--- config.mk ---
export PLATFORM = sky130hd
export DESIGN_NAME = seq_detect_param
export DESIGN_NICKNAME = d
export VERILOG_FILES = /design/src/rtl/seq_detect_param.sv
export SDC_FILE = /design/constraint.sdc
export NUM_CORES = 1
export LEC_CHECK = 0
export BUFFER_PORTS_ARGS = -buffer_cell sky130_fd_sc_hd__buf_2
export CORE_MARGIN = 2
export CORE_UTILIZATION = 48
export CTS_BUF_LIST = sky130_fd_sc_hd__clkbuf_4
export CTS_CLUSTER_SIZE = 12
export DETAILED_ROUTE_END_ITERATION = 6
export MAX_ROUTING_LAYER = met4
export PLACE_DENSITY = 0.75
export SYNTH_ARGS = -nofsm -noshare
export SYNTH_HDL_FRONTEND = slang
export SYNTH_SLANG_ARGS = --single-unit
--- constraint.sdc ---
create_clock -name clk -period 1.8 [get_ports clk]
set_clock_uncertainty 0.2 [all_clocks]
set_input_delay 0.45 -clock clk [delete_from_list [all_inputs] [get_ports clk]]
set_output_delay 0.45 -clock clk [all_outputs]
set_load 0.05 [all_outputs]
--- src/rtl/seq_detect_param.sv ---
`default_nettype none
// ============================================================================
// Module      : seq_detect_param
// Description : Parametrised Moore serial pattern detector. Watches a
//               qualified single-bit stream and raises Z when the last N
//               accepted bits equal a runtime-loadable pattern. Matching is
//               overlapping or non-overlapping per instance. Matches are
//               counted in a saturating counter.
// Revision    : 1.0 - initial release
// ----------------------------------------------------------------------------
// Parameters
//   N        : pattern length in bits (1..32)
//   PAT_RST  : pattern value after reset (N bits)
//   OVERLAP  : 1 = overlapping matches, 0 = history discarded after a match
//   CNT_W    : match counter width (>= 1)
// Ports
//   clk        in   1      : clock, all state changes on rising edge
//   rst        in   1      : synchronous active-high reset
//   X          in   1      : serial data bit
//   in_valid   in   1      : X accepted on an edge where this is 1
//   pat_load   in   1      : load pat_in as the new pattern
//   pat_in     in   N      : new pattern, [N-1] oldest bit, [0] newest bit
//   cnt_clr    in   1      : clear the match counter
//   Z          out  1      : registered match flag
//   match_cnt  out  CNT_W  : saturating match count
//   fill       out  FILL_W : number of valid history bits, 0..N
// ============================================================================
module seq_detect_param #(
    parameter int             N       = 3,
    parameter logic [N-1:0]   PAT_RST = 3'b010,
    parameter bit             OVERLAP = 1'b1,
    parameter int             CNT_W   = 8,
    localparam int            FILL_W  = $clog2(N + 1)
) (
    input  logic              clk,
    input  logic              rst,
    input  logic              X,
    input  logic              in_valid,
    input  logic              pat_load,
    input  logic [N-1:0]      pat_in,
    input  logic              cnt_clr,
    output logic              Z,
    output logic [CNT_W-1:0]  match_cnt,
    output logic [FILL_W-1:0] fill
);

    localparam logic [FILL_W-1:0] c_FILL_FULL = FILL_W'(N);
    localparam logic [CNT_W-1:0]  c_CNT_MAX   = '1;

    // ------------------------------------------------------------------
    // State registers and their next-state values
    // ------------------------------------------------------------------
    logic [N-1:0]      pat_q,  pat_d;
    logic [N-1:0]      hist_q, hist_d;
    logic [FILL_W-1:0] fill_q, fill_d;
    logic              z_q,    z_d;
    logic [CNT_W-1:0]  cnt_q,  cnt_d;

    // ------------------------------------------------------------------
    // Candidate history / fill after accepting the current bit
    // ------------------------------------------------------------------
    logic [N-1:0]      w_hist_n;
    logic [FILL_W-1:0] w_fill_n;
    logic              w_accept;
    logic              w_hit;

    generate
        if (N == 1) begin : g_hist_single
            assign w_hist_n = X;
        end else begin : g_hist_shift
            // Newest bit enters at LSB so the history lines up with pat_q,
            // whose MSB is the oldest bit of the pattern.
            assign w_hist_n = {hist_q[N-2:0], X};
        end
    endgenerate

    // fill saturates at N: once armed, every new bit keeps the window full.
    assign w_fill_n = (fill_q == c_FILL_FULL) ? c_FILL_FULL : fill_q + 1'b1;

    // A load in the same cycle discards the incoming bit.
    assign w_accept = in_valid & ~pat_load;

    // A match needs a full window of bits gathered since the last restart.
    assign w_hit = w_accept && (w_fill_n == c_FILL_FULL) && (w_hist_n == pat_q);

    // ------------------------------------------------------------------
    // Next-state logic
    // ------------------------------------------------------------------
    always_comb begin
        pat_d  = pat_q;
        hist_d = hist_q;
        fill_d = fill_q;
        z_d    = z_q;
        cnt_d  = cnt_q;

        if (pat_load) begin
            // History contents are left alone; fill = 0 marks them stale.
            pat_d  = pat_in;
            fill_d = '0;
            z_d    = 1'b0;
        end else if (in_valid) begin
            hist_d = w_hist_n;
            z_d    = w_hit;
            if (w_hit && !OVERLAP) begin
                fill_d = '0;
            end else begin
                fill_d = w_fill_n;
            end
        end

        // The clear acts regardless of pat_load; a simultaneous hit still
        // counts as the first match after the clear.
        if (cnt_clr) begin
            cnt_d = w_hit ? CNT_W'(1) : '0;
        end else if (w_hit && (cnt_q != c_CNT_MAX)) begin
            cnt_d = cnt_q + 1'b1;
        end
    end

    // ------------------------------------------------------------------
    // State register
    // ------------------------------------------------------------------
    always_ff @(posedge clk) begin
        if (rst) begin
            pat_q  <= PAT_RST;
            hist_q <= '0;
            fill_q <= '0;
            z_q    <= 1'b0;
            cnt_q  <= '0;
        end else begin
            pat_q  <= pat_d;
            hist_q <= hist_d;
            fill_q <= fill_d;
            z_q    <= z_d;
            cnt_q  <= cnt_d;
        end
    end

    assign Z         = z_q;
    assign match_cnt = cnt_q;
    assign fill      = fill_q;

endmodule
`default_nettype wire

Yosys cells after proc, flatten, opt, wreduce, memory -nomap -nowiden
Index checks and enable logic that the tools add are counted. W data, S select, Z words.

Bits of input ports: 9. Output and inout bits: 11. Logic and storage cells: 23. Flip-flop bits (word level): 16.

Bitwise operators: 2. Equal/unequal tests: 4. Reduce and logical (&&, ||, !) cells: 6. Add/subtract/negate cells: 2. Mux-type cells: 4.

Operators by type and width (count): $mux W8 (2); $add A8 B1 Y8 const B (1); $ne A8 B8 Y1 const B (1); $eq A2 B2 Y1 const B (2); $eq A3 B3 Y1 (1); $logic_and A1 B1 Y1 (3); $add A2 B1 Y2 const B (1); $mux W2 (1); $reduce_and A2 Y1 (1); $reduce_bool A2 Y1 (1); $reduce_or A2 Y1 (1); $and A1 B1 Y1 (1); $mux W1 (1); $not A1 Y1 (1).

Depth between registers and ports, before layout
Gate-level depths: netlist of run 1.

Depth in word-level cells: 8. Depth in mapped cells: 6. Depth with buffers taken out: 5.

Least setup slack after synthesis of run 1
No wires, ideal clock.

Kind: reg-to-reg. Start: register cnt_q[0] (netlist: match_cnt[0]). End: register cnt_q[3] (netlist: match_cnt[3]). Arrival time: 1.810 ns. Library setup time: 0.070 ns. Path buffers: 0. Cell stages (with the launch flop): 6. Data required time: 1.530 ns. Period minus slack after synthesis: 2.079 ns. Path slack: -0.279 ns. Path through: dfxtp_1 > ha_1 > and4_1 > and2_1 > or4_1 > a21oi_1.

Word-level cells in the longest chain between the ends: 3. Elaborated cells between the ends (all ways): 6. Classes of those cells: 1 x add/sub; 1 x eq/ne; 2 x mux; 2 x reduce/logical.

Ends and longest elaborated chain: start: declaration (line 57) `logic [CNT_W-1:0] cnt_q, cnt_d;`; start signal: assignment (line 135) `cnt_q <= cnt_d;`; $add A8 B1 Y8 or $ne A8 B8 Y1 (tied branches) (line 116, 115); $mux W8 or $logic_and A1 B1 Y1 (tied branches) (line 115) `end else if (w_hit && (cnt_q != c_CNT_MAX)) begin`; $mux W8 or $reduce_bool A2 Y1 (tied branches).

Several ways; a longest one is shown, not always the timed one. The select of a mux whose other input is x is not followed. A chain may end at the register's enable or synchronous reset.

Final worst setup path of run 1
Ends and elaborated chain as after synthesis.

==> results of run 1 <==
[critical path, stage by stage (launching register included)]
cell	delay, ns
dfxtp_4	0.37
ha_4	0.16
and4_4	0.18
and2_4	0.14
or4_4	0.51
a21oi_2	0.14
[cells in the final DEF (no fill, tap or decap), types with 2 or more instances in the layout]
master    instances
nand3_1           3
xnor2_2           2
dfxtp_4           2
nor3_1            7
clkbuf_4          3
o31ai_1           2
o21ai_0           3
nor4_1            2
buf_2            19
inv_1             2
dfxtp_2           3
nor2_1            7
buf_4             7
nand3b_1          2
mux2i_1           4
nand2_1           5
a21oi_1          10
dfxtp_1          11
[kinds of logic after synthesis]
| kind of cell | share of synthesized area |
|---|---|
| AOI/OAI and AO/OA | 0.137 |
| xor gates and xnor gates | 0.0747 |
| adders and majority gates | 0.0155 |
| buffers and inverters | 0.0373 |
| DFF | 0.398 |
| muxes | 0.0498 |
| and+or+nand+nor | 0.288 |
[worst paths after layout]
path                                     end
worst max-delay path            match_cnt[3]
worst min-delay path                pat_q[1]
worst max register to register  match_cnt[3]
worst min register to register     hist_q[0]
[power groups by stage]
stage	sequential [mW]	clock [mW]	combinational, mW
6_report	0.366	0.187	0.0641
3_5_place_dp	0.374	0	0.0639
4_1_cts	0.366	0.199	0.0643
3_3_place_gp	0.374	0	0.0615
2_1_floorplan	0.378	0	0.0390
5_1_grt	0.367	0.213	0.0693
[registers in the layout, summed over array words and instances (netlist names)]
register	cells
Z	1
match_cnt	8
pat_q	3
hist_q	2
fill	2
[timing repair]
action                                  4_1_cts  5_1_grt
endpoints found under the setup margin        0        1
gates resized for setup                       0        3
setup buffers                                 0        1
[per-stage QoR]
stage / total power [mW] / area, sq um / cells
after floorplan: 0.417 / 831 / 88
after global placement: 0.435 / 968 / 125
after detailed placement: 0.438 / 968 / 125
after CTS: 0.629 / 995 / 129
after global routing: 0.649 / 1010 / 130
final: 0.617 / 1010 / 130
[cells in the mapped netlist]
cell type   n
o21ai_0     3
nand2_1     5
nand4_1     1
dfxtp_1    16
buf_1       1
xnor2_2     2
and4_1      2
buf_6       1
xnor2_4     1
nor2_1      7
nand4_4     1
a311oi_1    1
or2_2       1
or4_1       2
inv_1       2
and2_1      1
nor2b_1     1
nor4_1      2
nand3_1     3
and3b_2     1
nor3_1      7
clkbuf_1    2
a211o_1     1
o31ai_1     2
and2b_1     1
mux2i_1     4
a211oi_1    1
nand2b_1    1
ha_1        1
nand3b_1    2
a21oi_1    11
and3_1      1
[final cells by class]
cell class	count	share of cell area
multi-input cells	66	0.473
well taps	16	0.0198
inverters	2	0.00742
repair buffers	26	0.146
clock buffers	3	0.0222
flip-flops and latches	16	0.328
clock inverters	1	0.00371
[metal layers]
| layer | GRT usage | wire length (um) | share of wire |
|---|---|---|---|
| met5 | - | 0 | 0 |
| met4 | 0.0706 | 10 | 0.0058 |
| met3 | 0.0240 | 45 | 0.026 |
| met2 | 0.346 | 908 | 0.52 |
| met1 | 0.230 | 772 | 0.44 |
==> results.cfg, run 1 <==
[outcome]
status = completed

[setup_path]
critPathCaptureType = register
critPathLaunch = match_cnt[0]
startpoint_type = register
critical_path_arrival_ns = 1.78
crit_type = reg2reg
reg2reg_slack_ns = 0.04
cp_data_required_time_ns = 1.82
r2r-start = match_cnt[0]
r2r_cells = 5
cp_max_fo = 5

[detailed_routing]
drc_errors = 0
num_vias = 736
drtAntennaViolNets = 0
drt_iter0_markers = 14
routedWlPerCell_um = 13.4
dr.pass1.iters = 4
vias_per_cell = 5.66
routed_wl_mm = 1.74

[yosys]
syn_area_sq_um = 805
yosys.area.top_type = dfxtp_1
yosys_warnings = 0
synthTopCellsByArea = dfxtp_1, a21oi_1, mux2i_1
ys_types = 32
ys_ff_latch = 16
syn_inst = 88
syn_avg_cell_area_sq_um = 9.14
synth_top_cell_area_share = 0.398
synth_fp_nets = 98
yosysSeqAreaShare = 0.398

[place]
place_ws_ns = -0.102
port_buffers = 19
hpwlAfterDp_mm = 1.31
globalplace.congestion = 0.915

[hold_path]
holdPathStages = 2
min_from = pat_in[1]
hold_class = in2reg

[grt]
track_usage = 0.198
grt_antenna_before_repair = 0
grt_pass1_wl_mm = 2.91
grt_max_degree = 12
grt_pass1_vias = 683
overflow = 0

[finish]
drive_gt1_frac = 0.395
fill_cells = 138
multi_input_area_sq_um = 479
nNetsFinal = 125
finish.utilization = 0.657
final-seq-area_sq_um = 332
area_delta_synth_final_pct = 25.8
n_antenna_cell = 0

[timing]
max_freq_mhz = 567
worst_slack_ns = 0.0355
slew_viol_final = 0
layout_min_cycle_time_ns = 1.76
finalSetupTns_ns = 0
rsz0062_at_grt = false
finalCritPeriodShare = 0.980
whs_ns = 0.175
worstMarginPinSlew_ns = 0.290
setup_viol = 0
slew_headroom = 0.805
finalHoldViolCount = 0

[power]
p_sw_uw = 149
ir_drop_v = 0.000363
p_int_uw = 468
p_leak_nw = 0.410
share_comb_of_total_power = 0.104
power_per_cell_area_nw_per_um2 = 610
swShare = 0.242
power_frac_seq = 0.593
power_frac_clock = 0.304

[floorplan]
core_sq_um = 1540
rows = 14
dieArea_sq_um = 2020
die_x_um = 44.9
initial_utilization = 0.522
die_h_um = 44.9
io_pins = 20

[cts]
cts_root_buf = clkbuf_4
cts_tree = yes
cts_sinks = 16
cts_buffer_depth = 2
clk_pin_slew_ns = 0.09
ctsHoldBuffers = 0
cts_made_buffers = 3
worst_skew_pair.late_latency_ns = 0.28
htreeDepth = 1

[flow_run]
drv_cap = 0
Power figures use the tool's default switching activity.
==> inputs of run 2 (changes only) <==
- CTS_CLUSTER_SIZE: 12 -> 40
- GPL_ROUTABILITY_DRIVEN: not set -> 1
- SETUP_SLACK_MARGIN: not set -> 0.3
==> results.cfg, run 2 (synthesized netlist as in run 1, its figures left out) <==
[finish]
n_antenna_cell = 0
final_cell_mix = buf_6, buf_4, dfxtp_2, buf_2, buf_8
area_delta_synth_final_pct = 69.4
largest_reg_flops = 8
finish.utilization = 0.884
fill_cells = 70
mostFrequentLayoutCell = buf_6
nNetsFinal = 138
drive_gt1_frac = 0.638

[cts]
cts_buffer_depth = 2
clk_pin_slew_ns = 0.09
cts_root_buf = clkbuf_4
cts_made_buffers = 3
cts_sinks = 16
htreeDepth = 1
ctsHoldBuffers = 0
cts_tree = yes
worst_skew_pair.late_latency_ns = 0.30

[setup_path]
reg2reg_slack_ns = 0.02
r2r_end = match_cnt[0]
cp_slowest_stage_delay_ns = 0.37
cp_data_required_time_ns = 1.81
r2r-start = match_cnt[0]
startpoint_type = register
crit_family = compound AO/OA/AOI/OAI gates
critical_path_buf_inv_count = 3
crit_type = reg2reg
crit_path_frequent_cell = buf_6
critPathCaptureType = register
cp_slowest_cell = dfxtp_4
critical_path_arrival_ns = 1.79
critical_path.cell_chain = ha_4 > and4_1 > buf_4 > buf_6 > buf_6 > a21oi_4 > o21ai_1 > a21oi_1
r2r_cells = 8
cp_max_fo = 2

[flow_run]
drv_cap = 0

[floorplan]
die_h_um = 44.9
io_pins = 20
rows = 14
dieArea_sq_um = 2020
core_sq_um = 1540
initial_utilization = 0.522
die_x_um = 44.9

[hold_path]
hold_class = in2reg
holdPathStages = 2
min_from = pat_in[1]
hold_end = pat_q[1]

[power]
share_comb_of_total_power = 0.128
power_per_cell_area_nw_per_um2 = 477
p_int_uw = 479
power_frac_seq = 0.563
swShare = 0.262
power_frac_clock = 0.309
ir_drop_v = 0.000493
finalPower_uw = 649
p_sw_uw = 170
p_leak_nw = 0.514

[place]
port_buffers = 19
globalplace.congestion = 0.896
hpwlAfterDp_mm = 1.32

[detailed_routing]
routedWlPerCell_um = 19.7
dr.pass1.iters = 6
vias_per_cell = 6.06
drt_iter0_markers = 22
num_vias = 867
drtAntennaViolNets = 0
drc_errors = 0
routed_wl_mm = 2.81

[timing]
rsz0062_at_grt = true
finalHoldViolCount = 0
layout_min_cycle_time_ns = 1.78
slew_headroom = 0.759
finalCritPeriodShare = 0.990
setup_viol = 0
worstMarginPinSlew_ns = 0.359
slew_viol_final = 0
max_freq_mhz = 561

[grt]
grt_antenna_before_repair = 0
track_usage = 0.247
grt_max_degree = 12
grt_pass1_vias = 802
grt_pass1_wl_mm = 3.48
overflow = 0

[outcome]
status = completed
[run 2: changes by cell type in the layout (fill, tap and decap cells not counted), moves of 4 or more]
cell	change
a21oi_1	-5
dfxtp_1	-9
a21oi_2	+4
buf_8	+7
buf_2	-11
buf_6	+14
dfxtp_2	+6
[run 2: power groups by stage]
stage          Sequential [mW]  Clock, mW  Combinational (mW)
2_1_floorplan            0.378          0              0.0398
3_3_place_gp             0.374          0              0.0614
3_5_place_dp             0.374          0              0.0628
4_1_cts                  0.367      0.207              0.0667
6_report                 0.366      0.201              0.0832
5_1_grt                  0.367      0.221              0.0892
[run 2: how the worst max path moves through the flow]
stage,start,end,slack [ns],depth (start not counted)
after floorplan,match_cnt[3],match_cnt[3],-0.009,4
after global placement,X,match_cnt[4],0.003,5
after detailed placement,X,match_cnt[3],-0.03,5
after CTS,match_cnt[0],match_cnt[3],0.07,5
after global routing,match_cnt[1],match_cnt[3],-0.0002,6
final,match_cnt[0],match_cnt[0],0.02,8
[run 2: cell type report]
type | instances | area [sq um] | area share
clock buffer | 3 | 22.5 | 0.0165
sequential | 16 | 350 | 0.257
clock inverter | 1 | 3.75 | 0.00275
multi-input combinational | 66 | 581 | 0.426
timing repair buffer | 39 | 378 | 0.277
inverter | 2 | 7.51 | 0.00551
tap | 16 | 20.0 | 0.0147
[run 2: what timing repair did]
| action | CTS | global route |
|---|---|---|
| setup endpoints to repair | 18 | 20 |
| pin swaps | 10 | 12 |
| gates resized for setup | 35 | 36 |
| buffers inserted | 7 | 6 |
[run 2: stage by stage]
stage | instances | TNS, ns | hold slack (ns) | area [sq um] | worst slack (ns)
6_report | 143 | 0 | 0.160 | 1360 | 0.0177
5_1_grt | 143 | -0.000220 | 0.155 | 1360 | -0.000220
3_3_place_gp | 126 | 0 | 0.278 | 982 | 0.00277
3_5_place_dp | 126 | -0.0520 | 0.271 | 982 | -0.0263
4_1_cts | 137 | 0 | 0.143 | 1160 | 0.0691
2_1_floorplan | 88 | -0.00987 | 0.283 | 842 | -0.00921
[run 2: per-layer routing]
layer | part of all wire | track usage | up-vias
met4 | 0.046 | 0.124 | 0
met3 | 0.052 | 0.0840 | 16
met2 | 0.54 | 0.386 | 42
li1 | - | - | 401
met5 | 0 | - | -
met1 | 0.36 | 0.281 | 408
